<file path="config.mk">
export PLATFORM = sky130hd
export DESIGN_NAME = divider_arbiter
export DESIGN_NICKNAME = d
export VERILOG_FILES = /design/src/rtl/divider_arbiter.sv
export SDC_FILE = /design/constraint.sdc
export NUM_CORES = 1
export LEC_CHECK = 0
export ABC_AREA = 1
export CAP_MARGIN = 20
export CORE_AREA = 4 4 180 182
export CTS_CLUSTER_DIAMETER = 40
export DETAILED_ROUTE_END_ITERATION = 8
export DIE_AREA = 0 0 184 186
export PLACE_DENSITY = 0.66
export SETUP_SLACK_MARGIN = 0.4
export SYNTH_ARGS = -nofsm -noshare
export SYNTH_HDL_FRONTEND = slang
export SYNTH_SLANG_ARGS = --single-unit
export TNS_END_PERCENT = 50
</file>
<file path="constraint.sdc">
create_clock -name clk -period 2.9 [get_ports clk]
set_clock_uncertainty 0.2 [all_clocks]
set_input_delay 0.58 -clock clk [delete_from_list [all_inputs] [get_ports clk]]
set_output_delay 0.58 -clock clk [all_outputs]
set_load 0.05 [all_outputs]
</file>
<file path="src/rtl/divider_arbiter.sv">
`default_nettype none
`timescale 1ns/1ps
// ============================================================================
// Module  : divider_arbiter
// Purpose : Round-robin sharing of one sequential divider among N requesters.
// Revision: 1.0 - initial release
// ============================================================================
module divider_arbiter #(
  parameter int WIDTH   = 32,
  parameter int N       = 4,
  parameter int TIMEOUT = 96
) (
  input  logic               clk,
  input  logic               rst,
  input  logic [N-1:0]       req,
  input  logic [N*WIDTH-1:0] dividendIn,
  input  logic [N*WIDTH-1:0] divisorIn,
  output logic [N-1:0]       done,
  output logic [WIDTH-1:0]   quotientOut,
  output logic [WIDTH-1:0]   remainderOut,
  output logic               zeroErrOut,
  output logic               timeoutErr,
  output logic               busy,
  output logic               divStart,
  output logic [WIDTH-1:0]   divDividend,
  output logic [WIDTH-1:0]   divDivisor,
  input  logic [WIDTH-1:0]   divQuotient,
  input  logic [WIDTH-1:0]   divRemainder,
  input  logic               divZeroErr,
  input  logic               divValid
);

  localparam int          c_IW      = (N > 1) ? $clog2(N) : 1;
  localparam bit          c_TO_EN   = (TIMEOUT != 0);
  localparam logic [31:0] c_TO_LAST = 32'(TIMEOUT - 1);

  localparam logic [1:0] c_IDLE  = 2'd0;
  localparam logic [1:0] c_START = 2'd1;
  localparam logic [1:0] c_WAIT  = 2'd2;
  localparam logic [1:0] c_DONE  = 2'd3;

  logic [1:0]       r_state;
  logic [c_IW-1:0]  r_idx;
  logic [c_IW-1:0]  r_last;
  logic [31:0]      r_cnt;
  logic [WIDTH-1:0] r_dividend;
  logic [WIDTH-1:0] r_divisor;
  logic [WIDTH-1:0] r_quot;
  logic [WIDTH-1:0] r_rem;
  logic             r_zero;
  logic             r_tout;

  logic             w_any;
  logic [c_IW-1:0]  w_win;
  logic [WIDTH-1:0] w_op_a;
  logic [WIDTH-1:0] w_op_b;

  // Scan starts just after the last served requester, wrapping modulo N.
  always_comb begin
    int j;
    w_any = 1'b0;
    w_win = '0;
    j     = 0;
    for (int k = 1; k <= N; k++) begin
      j = int'(r_last) + k;
      if (j >= N) j = j - N;
      if (!w_any && req[c_IW'(j)]) begin
        w_any = 1'b1;
        w_win = c_IW'(j);
      end
    end
  end

  assign w_op_a = dividendIn[int'(w_win)*WIDTH +: WIDTH];
  assign w_op_b = divisorIn[int'(w_win)*WIDTH +: WIDTH];

  always_ff @(posedge clk) begin
    if (rst) begin
      r_state    <= c_IDLE;
      r_idx      <= '0;
      r_last     <= c_IW'(N - 1);
      r_cnt      <= '0;
      r_dividend <= '0;
      r_divisor  <= '0;
      r_quot     <= '0;
      r_rem      <= '0;
      r_zero     <= 1'b0;
      r_tout     <= 1'b0;
    end else begin
      case (r_state)
        c_IDLE: begin
          if (w_any) begin
            r_idx      <= w_win;
            r_dividend <= w_op_a;
            r_divisor  <= w_op_b;
            r_state    <= c_START;
          end
        end
        c_START: begin
          r_cnt   <= '0;
          r_state <= c_WAIT;
        end
        c_WAIT: begin
          // A result arriving in the final allowed cycle beats the timeout.
          if (divValid) begin
            r_quot  <= divQuotient;
            r_rem   <= divRemainder;
            r_zero  <= divZeroErr;
            r_tout  <= 1'b0;
            r_state <= c_DONE;
          end else if (c_TO_EN && (r_cnt == c_TO_LAST)) begin
            r_zero  <= 1'b0;
            r_tout  <= 1'b1;
            r_state <= c_DONE;
          end else begin
            r_cnt <= r_cnt + 32'd1;
          end
        end
        c_DONE: begin
          r_last  <= r_idx;
          r_state <= c_IDLE;
        end
        default: r_state <= c_IDLE;
      endcase
    end
  end

  assign done         = (r_state == c_DONE) ? (N'(1) << r_idx) : '0;
  assign busy         = (r_state != c_IDLE);
  assign divStart     = (r_state == c_START);
  assign divDividend  = r_dividend;
  assign divDivisor   = r_divisor;
  assign quotientOut  = r_quot;
  assign remainderOut = r_rem;
  assign zeroErrOut   = r_zero;
  assign timeoutErr   = r_tout;

endmodule
`default_nettype wire
</file>
=== Word level (Yosys, flattened, before mapping) ===
Cells that the tools add are included.

* Word-level logic and storage cells: 89
* Register bits: 168

* Equality and inequality tests: 8
* Shift operators: 3
* Reductions and logical operators: 15
* Add/sub/neg operators: 9
* Magnitude comparators: 8
* Muxes and demuxes: 36

{| class="wikitable"
|+ Operators with widths
! cell !! number
|-
| $shiftx A128 B8 Y32 || 2
|-
| $mux W32 || 2
|-
| $pmux W32 S2 || 1
|-
| $add A32 B1 Y32 const B || 1
|-
| $eq A32 B7 Y1 const B || 1
|-
| $mux W2 || 11
|-
| $lt A2 B4 Y1 const B || 4
|-
| $mux W1 || 16
|-
| $ge A3 B3 Y1 const B || 3
|-
| $bmux W1 S2 || 4
|-
| $pmux W2 S4 || 1
|-
| $reduce_and A2 Y1 || 4
|-
| $sub A2 B1 Y2 const B || 4
|-
| $add A2 B2 Y3 const B || 2
|-
| $ne A2 B2 Y1 const B || 3
|-
| $reduce_bool A2 Y1 || 3
|-
| $add A2 B3 Y4 const B || 1
|-
| $eq A2 B2 Y1 const B || 2
|-
| $ge A4 B3 Y1 const B || 1
|-
| $mux W4 || 1
|-
| $shl A1 B2 Y4 const A || 1
|-
| $add A2 B1 Y3 const B || 1
|-
| $logic_and A1 B1 Y1 || 3
|-
| $logic_not A1 Y1 || 3
|-
| other kinds (4) || 4
|}

=== Depth between registers and ports, before layout ===
* Word-level depth: 18
* Depth in mapped cells: 18

=== Worst setup path after synthesis ===
OpenSTA, ideal clock, no wires.

* Path kind: input -> register
* Start point: in req[3]
* End point: reg r_dividend[28] (netlist: divDividend[28])
* Data required time: 2.591 ns
* Path buffers: 2
* Stages on the path: 14
* Arrival time: 1.875 ns
* Path slack: 0.717 ns
* Setup time: 0.109 ns
* Cell sequence: nand2_1 nand2_1 nand2_1 nand2_1 nor2_4 nand3_2 nand2_2 inv_2 buf_2 buf_4 nor2_1 nor2_1 nand2_1 inv_1

* Cells in the longest elaborated chain, start to end: 14

{| class="wikitable"
|+ RTL lines
! what !! line !! source
|-
| start, declared || 15 || <nowiki>input logic [N-1:0] req,</nowiki>
|-
| $bmux W1 S2 || 67 || <nowiki>if (!w_any && req[c_IW'(j)]) begin</nowiki>
|-
| $mux W1 (implied by the code) (2 in series) || 67 ||
|-
| $mux W1 || 67 ||
|-
| $logic_not A1 Y1 || 67 ||
|-
| $logic_and A1 B1 Y1 || 67 ||
|-
| $mux W1 || 67 ||
|-
| $logic_not A1 Y1 || 67 ||
|-
| $logic_and A1 B1 Y1 || 67 ||
|-
| $mux W1 || 67 ||
|-
| $logic_not A1 Y1 || 67 ||
|-
| $logic_and A1 B1 Y1 || 67 ||
|-
| $mux W2 or $mux W1 (tied branches) || 67 ||
|-
| $shiftx A128 B8 Y32 or $reduce_and A2 Y1 (tied branches) || n/a ||
|-
| end signal, assigned || 94 || <nowiki>r_dividend <= w_op_a;</nowiki>
|-
| end, declared || 46 || <nowiki>logic [WIDTH-1:0] r_dividend;</nowiki>
|}

Parallel ways exist; a longest one is shown, timed or not. The select of a mux whose other input is x is not followed.
A chain may end at the register's enable or synchronous reset.

=== Final worst setup path ===
* Start point: reg r_divisor[26] (netlist: divDivisor[26])
* End point: out divDivisor[26]

{| class="wikitable"
|+ RTL lines
! what !! line !! source
|-
| start, declared || 47 || <nowiki>logic [WIDTH-1:0] r_divisor;</nowiki>
|-
| start signal, assigned || 95 || <nowiki>r_divisor <= w_op_b;</nowiki>
|-
| end, declared || 26 || <nowiki>output logic [WIDTH-1:0] divDivisor,</nowiki>
|}

No word-level cell between the ends.

==> reports/qor.txt <==
Final Power - 15.07 mW
Most used DFF post-synth - dfxtp_1
Worst Setup End Kind - output pin
Startpoint types - register
Yosys top cell area share - 0.3338
Clk Latency, worst-skew pair - 440 ps
Slew headroom - 0.5787
TritonCTS Buffers - 17
CP Class - reg2out
Layout cells sized above 1 - 0.05896
Largest cells by area after synthesis - dfxtp_1, nand2_1, nor2_1
Worst setup startpoint - divDivisor[26]
Critical-path maximum fanout - 2
NumNets Final - 2458
Reg2reg path depth - 15
FF+latch count, synth - 168
Highest-delay cell along the critical path - clkdlybuf4s50_1
Synth Warn # - 0
FILL cells - 3048
Starting DRT DRC Count - 911
I/O Pins - 464
Synth Instances - 1694
First-pass GRT wire length - 65610 um
Syn Nets - 2028
Final min period - 2484 ps
Inst Count DP - 2481
Final worst path period share - 0.8566
Hold Fails Final Rpt - 0
CP top delay family - buffers and inverters
Post-synth EDFFs - 0
Die Area - 34220 um^2
Static Leak - 7.285 nW
CTS H-tree depth - 4
CTS root buffer - clkbuf_16
# hold bufs at CTS - 0
Slew Limit Fails - 0
Via/cell ratio - 4.922
All-Layer GR Usage - 0.2415
Async S/R FF share, synth - 0
Pre-CTS setup slack - -8.339 ps
Synth cell count leaders - nand2_1, nor2_1, inv_1
Status - completed
Reg2reg start - r_last[0]
Port bufs - 463
DR vias - 12480
Count leader, synth - nand2_1
Congestion Overflow GR - 0
CTS tree - done
Final setup fails - 0
WHS Path Cells - 2
Residual DRC count - 0
Final Hold Slack - 272.5 ps
CP Data Required Time - 2120 ps
Hold crit path type - reg2reg
Worst VDD drop - 545.2 uV
Max Cap Viol - 0
Die Wd - 184 um
Buf+Inv Stages, Crit Path - 1
Initial Utilization - 0.3294
Total iterations of the first detailed-routing run - 7
Met1 Routed Length - 18400 um
Cell Area, Synth - 10080 um^2
P&R area growth vs syn - 61.47%
RSZ-0062 raised after global routing - true
Clk slew on worst S/H paths - 90 ps
Clock Path Buffers - 2
CP cell instances - clkdlybuf4s50_1
Synth area leader - dfxtp_1
Cell variety after synth - 31
Met3 WL - 3241 um
CP peak stage delay - 850 ps
Wirelength per Cell - 17.71 um
Antenna violations before repair - 4
Cell Pwr Density - 926.5 nW/um^2
Cell Count, Final, Fillers Out - 2536
WP depth - 1
Placeable Area - 30590 um^2
Final ANT Viol Nets - 0
GPL Wtd Cong - 0.9219
Worst-Margin Slew - 630.0 ps
Critical Path AT - 1700 ps
Largest net degree at the start of global routing - 90
Highest Signal Layer - met4
Final WL - 44910 um
Die extent in y - 186 um
Seq/Total Area, Yosys - 0.3338
Row count - 64
Syn Area/Cell - 5.948 um^2
Vias in the first global route - 11630
DP HPWL - 32490 um
Worst hold path startpoint - timeoutErr
Max Freq - 402.6 MHz
TritonCTS Sinks - 168
TNS Setup - 0 ps
Met2 routed WL - 22220 um
Slack of the critical path - 415.9 ps
power by group:
group	switching (mW)	internal [mW]
combinational	6.02	3.57
sequential	0.284	2.83
clock	1.19	1.17
registers in the layout (all words and copies together), names as in the netlist:
| register | count |
|---|---|
| divDividend | 32 |
| divDivisor | 32 |
| quotientOut | 32 |
| r_cnt | 32 |
| remainderOut | 32 |
| r_idx | 2 |
| r_last | 2 |
| r_state | 2 |
| timeoutErr | 1 |
| zeroErrOut | 1 |
layout by cell type (no fill, tap or decap), drive strengths merged:
master         instances
nand4                103
a21oi                 42
nor3                  15
ha                     6
a211oi                 1
clkinv                 9
or2                    1
clkbuf                27
clkinvlp               1
dlygate4sd2            1
dlymetal6s2s           2
nor4                   1
buf                   53
xnor2                  7
dfxtp                168
o211ai                 2
and2                   1
nand3                154
nor2                 307
inv                  223
clkdlybuf4s50        454
xor2                  19
diode                  3
and3                  20
o21ai                 67
nand2                453
cells by family after synthesis:
logic type      after synthesis  synth area share
buf+inv                     328            0.1311
flops                       168            0.3338
compound gates              112           0.05675
fa+ha+maj                     6          0.007450
xor+xnor                     26           0.02260
simple gates               1054            0.4483
path summary, 6_finish.rpt:
kind	end	slack, ps
worst min-delay path	timeoutErr	270
worst min register to register	timeoutErr	270
worst max-delay path	divDivisor[26]	420
worst max register to register	divDivisor[5]	510
stage by stage:
stage	utilization	instance area, um^2
3_5_place_dp	0.4974	15220
5_1_grt	0.5319	16270
4_1_cts	0.5172	15820
6_report	0.5319	16270
2_1_floorplan	-	10080
3_3_place_gp	0.4974	15220
routing by layer:
layer,track usage,vias to the layer above
met5,0,-
met4,0.08045,0
met3,0.05277,59
met2,0.4156,488
met1,0.3003,5743
li1,-,6191
layout make-up:
cell class,instances,area [um^2],share of cell area
well taps,396,495.5,0.03045
multi-input cells,1199,5484,0.3371
diodes,3,7.507,0.0004614
inverters,218,823.3,0.05060
repair buffers,520,5483,0.3370
flip-flops and latches,168,3368,0.2070
clock inverters,15,182.7,0.01123
clock buffers,17,425.4,0.02615
tightest hold or removal path: cells and delay by family, from the launching register on:
kind	cells	cell delay [ps]
and+or+nand+nor	1	60
AOI/OAI and AO/OA	1	60
DFF	1	310
what timing repair did:
| item | 4_1_cts | 5_1_grt |
|---|---|---|
| hold endpoints to repair | 0 | 0 |
| setup buffers | 0 | 9 |
| gates resized for setup | 2 | 31 |
| pin swaps | 0 | 4 |
| endpoints found under the setup margin | 4 | 104 |
| gates cloned | 0 | 11 |
Power figures use the tool's default switching activity.
